File: config.mk
export PLATFORM = sky130hd
export DESIGN_NAME = gpr_read_arbiter
export DESIGN_NICKNAME = d
export VERILOG_FILES = /design/src/rtl/gpr_read_arbiter_pkg.sv /design/src/rtl/gpr_arb_rsp_pipe.sv /design/src/rtl/gpr_read_arbiter.sv
export SDC_FILE = /design/constraint.sdc
export NUM_CORES = 1
export LEC_CHECK = 0
export BUFFER_PORTS_ARGS = -buffer_cell sky130_fd_sc_hd__clkbuf_2
export CORE_AREA = 2 2 44 46
export DETAILED_ROUTE_END_ITERATION = 8
export DIE_AREA = 0 0 46 48
export PLACE_DENSITY_LB_ADDON = 0.3
export SKIP_CTS_REPAIR_TIMING = 1
export SKIP_LAST_GASP = 1
export SYNTH_ARGS = -nofsm -noshare
export SYNTH_HDL_FRONTEND = slang
export SYNTH_SLANG_ARGS = --single-unit
File: constraint.sdc
create_clock -name clk -period 1.9 [get_ports clk]
set_clock_uncertainty 0.05 [all_clocks]
set_input_delay 0.38 -clock clk [delete_from_list [all_inputs] [get_ports clk]]
set_output_delay 0.38 -clock clk [all_outputs]
set_load 0.02 [all_outputs]
File: src/rtl/gpr_read_arbiter_pkg.sv
// Shared types and sizing helpers for the GPR rs3 read-port arbiter.
package gpr_read_arbiter_pkg;

  typedef enum logic [1:0] {
    IDLE     = 2'd0,
    TC_GRANT = 2'd1,
    COOLDOWN = 2'd2
  } gpr_arb_state_t;

  localparam int GPR_ARB_MAX_WAIT = 8;
  localparam int PERF_CTR_BITS    = 16;

  function automatic int gpr_arb_wait_w(input int max_wait);
    return $clog2(max_wait + 1);
  endfunction

  localparam int GPR_ARB_WAIT_W = gpr_arb_wait_w(GPR_ARB_MAX_WAIT);

endpackage

File: src/rtl/gpr_arb_rsp_pipe.sv
// Fixed-depth shift pipe carrying {valid, tag} alongside the GPR RAM read latency.
module gpr_arb_rsp_pipe #(
  parameter int DEPTH = 1,
  parameter int WIDTH = 5
) (
  input  logic             clk,
  input  logic             clear,
  input  logic [WIDTH-1:0] din,
  output logic [WIDTH-1:0] dout
);

  logic [WIDTH-1:0] stage [DEPTH];

  always_ff @(posedge clk) begin
    if (clear) begin
      for (int i = 0; i < DEPTH; i++) stage[i] <= '0;
    end else begin
      stage[0] <= din;
      for (int i = 1; i < DEPTH; i++) stage[i] <= stage[i-1];
    end
  end

  assign dout = stage[DEPTH-1];

endmodule

File: src/rtl/gpr_read_arbiter.sv
// rs3 read-port arbiter between in-order issue and tensor-core reads, one per issue slot.
// Optional perf counters enabled with GPR_ARB_PERF_EN.
//   state    | meaning
//   IDLE     | issue has priority until a TC request has waited MAX_WAIT cycles
//   TC_GRANT | TC burst in progress, TC wins every cycle it requests
//   COOLDOWN | one slot reserved for issue after a full burst
module gpr_read_arbiter
  import gpr_read_arbiter_pkg::*;
#(
  parameter int ADDRW      = 5,
  parameter int TAGW       = 4,
  parameter int MAX_WAIT   = GPR_ARB_MAX_WAIT,
  parameter int BURST_MAX  = 4,
  parameter int RD_LATENCY = 1
) (
  input  logic             clk,
  input  logic             reset,
  input  logic             iss_valid,
  input  logic             iss_space,
  output logic             iss_ready,
  input  logic             tc_req_valid,
  input  logic [ADDRW-1:0] tc_req_addr,
  input  logic [TAGW-1:0]  tc_req_tag,
  output logic             tc_req_ready,
  output logic             tc_rsp_valid,
  output logic [TAGW-1:0]  tc_rsp_tag,
  output logic             port_sel_tc,
  output logic [ADDRW-1:0] port_tc_addr,
  output logic             port_read_en
`ifdef GPR_ARB_PERF_EN
  ,
  output logic [PERF_CTR_BITS-1:0] perf_tc_stall_cycles,
  output logic [PERF_CTR_BITS-1:0] perf_iss_stall_cycles,
  output logic [PERF_CTR_BITS-1:0] perf_forced_grants
`endif
);

  localparam int WAIT_W = gpr_arb_wait_w(MAX_WAIT);
  localparam int BEAT_W = $clog2(BURST_MAX + 1);
  localparam logic [WAIT_W-1:0] WAIT_MAX = WAIT_W'(MAX_WAIT);
  localparam logic [BEAT_W-1:0] BEAT_LAST = BEAT_W'(BURST_MAX - 1);

  gpr_arb_state_t    state, state_nxt;
  logic [WAIT_W-1:0] wait_cnt, wait_nxt;
  logic [BEAT_W-1:0] beat_cnt, beat_nxt;
  logic              wait_full;
  logic              tc_grant;
  logic              iss_fire;
  logic [TAGW:0]     rsp_word;

  assign wait_full = (wait_cnt == WAIT_MAX);
  assign tc_grant  = tc_req_ready;
  assign iss_fire  = iss_valid & iss_ready;

  always_ff @(posedge clk) begin
    if (reset) begin
      state    <= IDLE;
      wait_cnt <= '0;
      beat_cnt <= '0;
    end else begin
      state    <= state_nxt;
      wait_cnt <= wait_nxt;
      beat_cnt <= beat_nxt;
    end
  end

  // iss_ready never looks at iss_valid, so there is no valid->ready comb path.
  always_comb begin
    iss_ready    = 1'b0;
    tc_req_ready = 1'b0;
    state_nxt    = state;
    beat_nxt     = beat_cnt;
    case (state)
      IDLE: begin
        iss_ready    = iss_space & ~(tc_req_valid & wait_full);
        tc_req_ready = tc_req_valid & (wait_full | ~(iss_valid & iss_space));
        if (tc_req_ready) begin
          state_nxt = TC_GRANT;
          beat_nxt  = BEAT_W'(1);
        end
      end
      TC_GRANT: begin
        iss_ready    = iss_space & ~tc_req_valid;
        tc_req_ready = tc_req_valid;
        if (tc_req_valid) begin
          if (beat_cnt >= BEAT_LAST) begin
            beat_nxt = '0;
            if (iss_valid) state_nxt = COOLDOWN;
          end else begin
            beat_nxt = beat_cnt + BEAT_W'(1);
          end
        end else begin
          state_nxt = IDLE;
          beat_nxt  = '0;
        end
      end
      COOLDOWN: begin
        iss_ready = iss_space;
        state_nxt = IDLE;
      end
      default: begin
        state_nxt = IDLE;
        beat_nxt  = '0;
      end
    endcase
  end

  always_comb begin
    wait_nxt = wait_cnt;
    if (tc_grant | ~tc_req_valid) wait_nxt = '0;
    else if (!wait_full)          wait_nxt = wait_cnt + WAIT_W'(1);
  end

  assign port_sel_tc  = tc_grant;
  assign port_read_en = ~tc_grant;
  assign port_tc_addr = tc_req_addr;

  gpr_arb_rsp_pipe #(
    .DEPTH (RD_LATENCY),
    .WIDTH (TAGW + 1)
  ) u_rsp_pipe (
    .clk   (clk),
    .clear (reset),
    .din   ({tc_grant, tc_req_tag}),
    .dout  (rsp_word)
  );

  assign tc_rsp_valid = rsp_word[TAGW];
  assign tc_rsp_tag   = rsp_word[TAGW-1:0];

`ifdef GPR_ARB_PERF_EN
  always_ff @(posedge clk) begin
    if (reset) begin
      perf_tc_stall_cycles  <= '0;
      perf_iss_stall_cycles <= '0;
      perf_forced_grants    <= '0;
    end else begin
      if (tc_req_valid & ~tc_grant)
        perf_tc_stall_cycles <= perf_tc_stall_cycles + 1'b1;
      if (iss_valid & iss_space & ~iss_ready)
        perf_iss_stall_cycles <= perf_iss_stall_cycles + 1'b1;
      if (tc_grant & (state == IDLE) & wait_full)
        perf_forced_grants <= perf_forced_grants + 1'b1;
    end
  end
`endif

  a_one_owner: assert property (@(posedge clk) disable iff (reset) !(iss_fire && tc_grant));

endmodule
Yosys cells after proc, flatten, opt, wreduce, memory -nomap -nowiden

Memory sizes are Yosys's and may differ from the RTL's.
Cells that the tools add are included.

Bits in registers: 9
Memory bits (writable): 5
Input port bits: 14
Output and inout bits: 14
Memories kept: 1

Memory list:

| name             | words | bits a word | rd ports | clocked after Yosys merged registers in | wr ports | line                   | text |
|---|---|---|---|---|---|---|---|
| u_rsp_pipe.stage | 1     | 5           | 1        | 0                                       | 1        | gpr_arb_rsp_pipe.sv:12 | `logic [WIDTH-1:0] stage [DEPTH];` |

$add $sub $neg: 2
$lt $le $gt $ge: 1
Equality and inequality tests: 6
Mux-type cells: 16
Bitwise operators: 12
Reductions and logical operators: 5

Operators with widths:

| cell                                                                                 | count |
|---|---|
| 3-bit 2-to-1 mux                                                                     | 3 |
| 3-bit case mux with 3 select lines                                                   | 1 |
| 2-bit 2-to-1 mux                                                                     | 4 |
| 3-bit != test (second input constant)                                                | 2 |
| 1-bit bitwise AND                                                                    | 5 |
| 5-bit 2-to-1 mux                                                                     | 1 |
| 1-bit NOT                                                                            | 5 |
| 5-bit OR reduction                                                                   | 1 |
| 4-bit by 1-bit adder with 4-bit output (second input constant)                       | 1 |
| 4-bit equality test (second input constant)                                          | 1 |
| 1-bit 2-to-1 mux                                                                     | 4 |
| 2-bit case mux with 2 select lines                                                   | 1 |
| 3-bit by 1-bit adder with 3-bit output (second input constant)                       | 1 |
| 3-bit by 2-bit greater-or-equal comparator with 1-bit output (second input constant) | 1 |
| 1-bit case mux with 3 select lines                                                   | 1 |
| 3-bit AND reduction                                                                  | 1 |
| 2-bit by 1-bit equality test with 1-bit output (second input constant)               | 1 |
| 2-bit equality test (second input constant)                                          | 1 |
| 2-bit zero test                                                                      | 1 |
| 2-bit != test (second input constant)                                                | 1 |
| 1-bit OR                                                                             | 2 |
| 1-bit case mux with 2 select lines                                                   | 1 |
| 2-bit AND reduction                                                                  | 1 |
| 2-bit OR reduction                                                                   | 1 |

Longest topological paths before layout

Depth in word-level cells: 7
Mapped depth: 7
Mapped depth without buffers: 5

Modules after synthesis

A second synthesis with hierarchy kept.

Cell total of the unflattened synthesis: 71
Area total of the unflattened synthesis: 673.1 sq um

By module, submodules not included:

| module           | instances | cells each | area each (sq um) |
|---|---|---|---|
| gpr_read_arbiter | 1         | 61         | 541.8 |
| gpr_arb_rsp_pipe | 1         | 10         | 131.4 |

Worst setup path before layout

OpenSTA, ideal clock, no wires.

Path type: flip-flop to output port
Start point: reg wait_cnt[0]
End point: out tc_req_ready
Arrival time: 2136 ps
Required time: 1470 ps
Path slack: -666 ps
Stages on the path, launching flop included: 8
Buffers on the path: 2
Cell sequence: dfxtp_1 > inv_1 > ha_1 > and3b_1 > buf_6 > o31ai_1 > inv_1 > buf_4

Longest elaborated chain between the ends: 4

Ends and longest elaborated chain:

| element                            | line                   | text |
|---|---|---|
| from (decl)                        | gpr_read_arbiter.sv:44 | `logic [WAIT_W-1:0] wait_cnt, wait_nxt;` |
| from (signal assigned)             | gpr_read_arbiter.sv:62 | `wait_cnt <= wait_nxt;` |
| 4-bit equality test                | gpr_read_arbiter.sv:51 | `assign wait_full = (wait_cnt == WAIT_MAX);` |
| 1-bit OR                           | gpr_read_arbiter.sv:76 | `tc_req_ready = tc_req_valid & (wait_full \| ~(iss_valid & iss_space));` |
| 1-bit bitwise AND                  | gpr_read_arbiter.sv:76 |  |
| 1-bit case mux with 2 select lines | gpr_read_arbiter.sv:73 | `case (state)` |
| to (decl)                          | gpr_read_arbiter.sv:24 | `output logic tc_req_ready,` |

No other way between the ends.

Worst setup path in the final report

Start point: reg wait_cnt[1]
End point: out tc_req_ready

Same word-level chain as after synthesis.

==> out/qor.tcl <==
set qor(outcome) {finished with violations}
set qor(violations_in_the_final_reports) {setup timing}
set qor(power.static_leakage_nw) 0.363
set qor(mostFrequentLayoutCell) {clkbuf_2}
set qor(max_cap_viol_count) 0
set qor(grt_pass1_vias) 476
set qor(dr.pass1.iters) 1
set qor(critPathKind) {register to output pin}
set qor(vdd.ir_drop.worst_mv) 0.399
set qor(cts_sinks) 14
set qor(synth.top_cell.area_share_pct) 41.9
set qor(die_w_um) 46
set qor(num_rows) 15
set qor(synthFlopType) {dfxtp_1}
set qor(drt_iter0_markers) 0
set qor(final_hold_fails) 0
set qor(wl_met1_um) 476
set qor(initial_utilization_pct) 39.6
set qor(cts_root_buffer) {clkbuf_4}
set qor(number_of_enable_type_register_cells_in_the_synthesized_netlist) 0
set qor(vias_per_cell) 4.99
set qor(io_buffers) 17
set qor(final_nets) 109
set qor(crit_path_max_fanout) 4
set qor(synthArstFlopShare_pct) 0
set qor(final_period_minus_worst_setup_slack_ns) 1.98
set qor(die_height_um) 48
set qor(number_of_endpoints_failing_setup_at_the_final_stage) 3
set qor(synth.avg_cell_area_um2) 9.56
set qor(kind_of_end_point_of_the_critical_path) {output pin}
set qor(period_share_pct) 104
set qor(h_tree_depth) 1
set qor(die-area_mm2) 0.00221
set qor(fill_cells) 164
set qor(via_count) 529
set qor(post_layout_util_pct) 49.9
set qor(ys_top_cells_by_area) {dfxtp_1 42%, ha_1 7.5%, buf_4 6.7%, nor2b_1 4.7%, inv_1 3.4%}
set qor(post_synth_num_cell_types) 30
set qor(grt_start_max_net_pins) 11
set qor(synth.yosys.seq_area_share_pct) 41.9
set qor(post_syn_nets) 88
set qor(design.core.area_mm2) 0.00169
set qor(fraction_of_layout_cells_with_a_size_suffix_above_1_pct) 42.7
set qor(post_synthesis_cell_count) 70
set qor(post_layout_nonfiller_instances) 106
set qor(top_level_ports) 28
set qor(post_synthesis_instance_area_um2) 669
set qor(slew_headroom_pct) 78.1
set qor(drc_errors) 0
set qor(max_clock_freq_mhz) 506
set qor(tritoncts) {yes}
set qor(ant_nets) 0
set qor(globalRouteTotalUtil_pct) 12.4
set qor(placedCellCount) 98
set qor(required_ns) 1.47
set qor(drv_slew) 0
set qor(met3WireLength_um) 70
set qor(area_delta_synth_final_pct) 26.0
set qor(place_congestion) 0.708
set qor(setup_ws_post_layout_ns) -0.0760
set qor(clk-insertion-delay-late_ns) 0.27
set qor(globalRouteOverflowTotal) 0
set qor(total_cts_buffers) 3
set qor(final.setup.tns_ns) -0.227
set qor(yosys_top_cell_by_area) {dfxtp_1}
set qor(diodes) 0
set qor(clock_tree.buffer_depth) 2
set qor(synth_warnings) 0
set qor(synth.ff_latch_count) 14
set qor(unrepaired_setup_endpoints_after_global_routing) {yes}
set qor(power.density_mw_per_mm2) 652
set qor(maxUsedRoutingLayer) {met4}
set qor(layout.cells.most_common_list) {13 x clkbuf_2, 12 x dfxtp_1, 7 x buf_4, 5 x nor2_1, 5 x nor2b_1}
set qor(element_type_at_the_critical_path_start) {register}
set qor(dr_wl_met2_um) 622
set qor(holdCritPathClass) {primary input to register}
set qor(hold_slack_ns) 0.260
set qor(wl_mm) 1.18
set qor(grt_first_pass_wirelength_mm) 1.91
set qor(critPathArrivalTime_ns) 1.55
set qor(clkSlewWorstSetupHoldPaths_ns) 0.08
set qor(sum_of_net_half_perimeters_after_detailed_placement_um) 918
set qor(wl_per_cell_um) 11.1
set qor(antenna_found_initial) 0
set qor(tightest_slew_ns) 0.328
path summary, 6_finish.rpt:
| kind | slack [ns] | cells after the start | to | from |
|---|---|---|---|---|
| max | -0.08 | 6 | tc_req_ready | wait_cnt[1]$_SDFFE_PP0P_ |
| min | 0.26 | 2 | u_rsp_pipe.stage[0][0]$_SDFF_PP0_ | tc_req_tag[0] |
| max reg2reg | 0.15 | 7 | wait_cnt[2]$_SDFFE_PP0P_ | wait_cnt[1]$_SDFFE_PP0P_ |
| min reg2reg | 0.49 | 1 | beat_cnt[1]$_SDFFE_PP0P_ | beat_cnt[1]$_SDFFE_PP0P_ |
power by group:
group	switching, W	internal, W
Clock	0.0000840	0.0000734
Combinational	0.0000433	0.0000385
Sequential	0.00000720	0.000303
Total	0.000135	0.000415
per-stage QoR:
step	total power, W	cell area, um2	setup slack [ns]
floorplan	0.000381	689	0.000241
global placement	0.000390	747	0.218
detailed placement	0.000390	747	0.183
CTS	0.000549	769	-0.120
global route	0.000579	843	-0.155
finish	0.000550	843	-0.0760
per-layer routing:
| metal | global-route usage [%] | up-vias |
|---|---|---|
| li1 | - | 276 |
| met1 | 14.8 | 243 |
| met2 | 18.9 | 8 |
| met3 | 7.92 | 2 |
| met4 | 2.29 | 0 |
| met5 | 0 | - |
synthesized netlist by cell type, types with 2 or more instances:
cell     number
a21oi_1       2
buf_4         6
dfxtp_1      14
ha_1          4
inv_1         6
nand2_1       2
nor2_1        5
nor2b_1       5
nor3_1        4
xnor2_1       2
registers in the layout, summed over array words and instances (netlist names):
| name | flops |
|---|---|
| beat_cnt | 3 |
| state | 2 |
| u_rsp_pipe.stage | 5 |
| wait_cnt | 4 |
kinds of logic after synthesis:
family	count (synthesis)	share of synthesized area, %
xor+xnor	3	3.93
simple gates	22	19.4
fa+ha+maj	4	7.48
flops	14	41.9
buf+inv	14	12.3
mux	1	1.50
compound gates	12	13.5
worst max-delay path, cell delays in order, from the launching register on:
cell and delay, ns:
dfxtp_2 0.36, inv_2 0.05, ha_4 0.15, and3b_2 0.23, o31ai_4 0.27, inv_2 0.08
buf_6 0.14
final cells by class:
cell class / count / area, um2 / share of cell area, %
tap: 17 / 21.3 / 2.52
clock buffer: 3 / 22.5 / 2.67
sequential: 14 / 283 / 33.5
inverter: 6 / 22.5 / 2.67
multi-input combinational: 42 / 338 / 40.1
timing repair buffer: 24 / 156 / 18.5
Note: power is estimated with default switching activity, not from simulation.
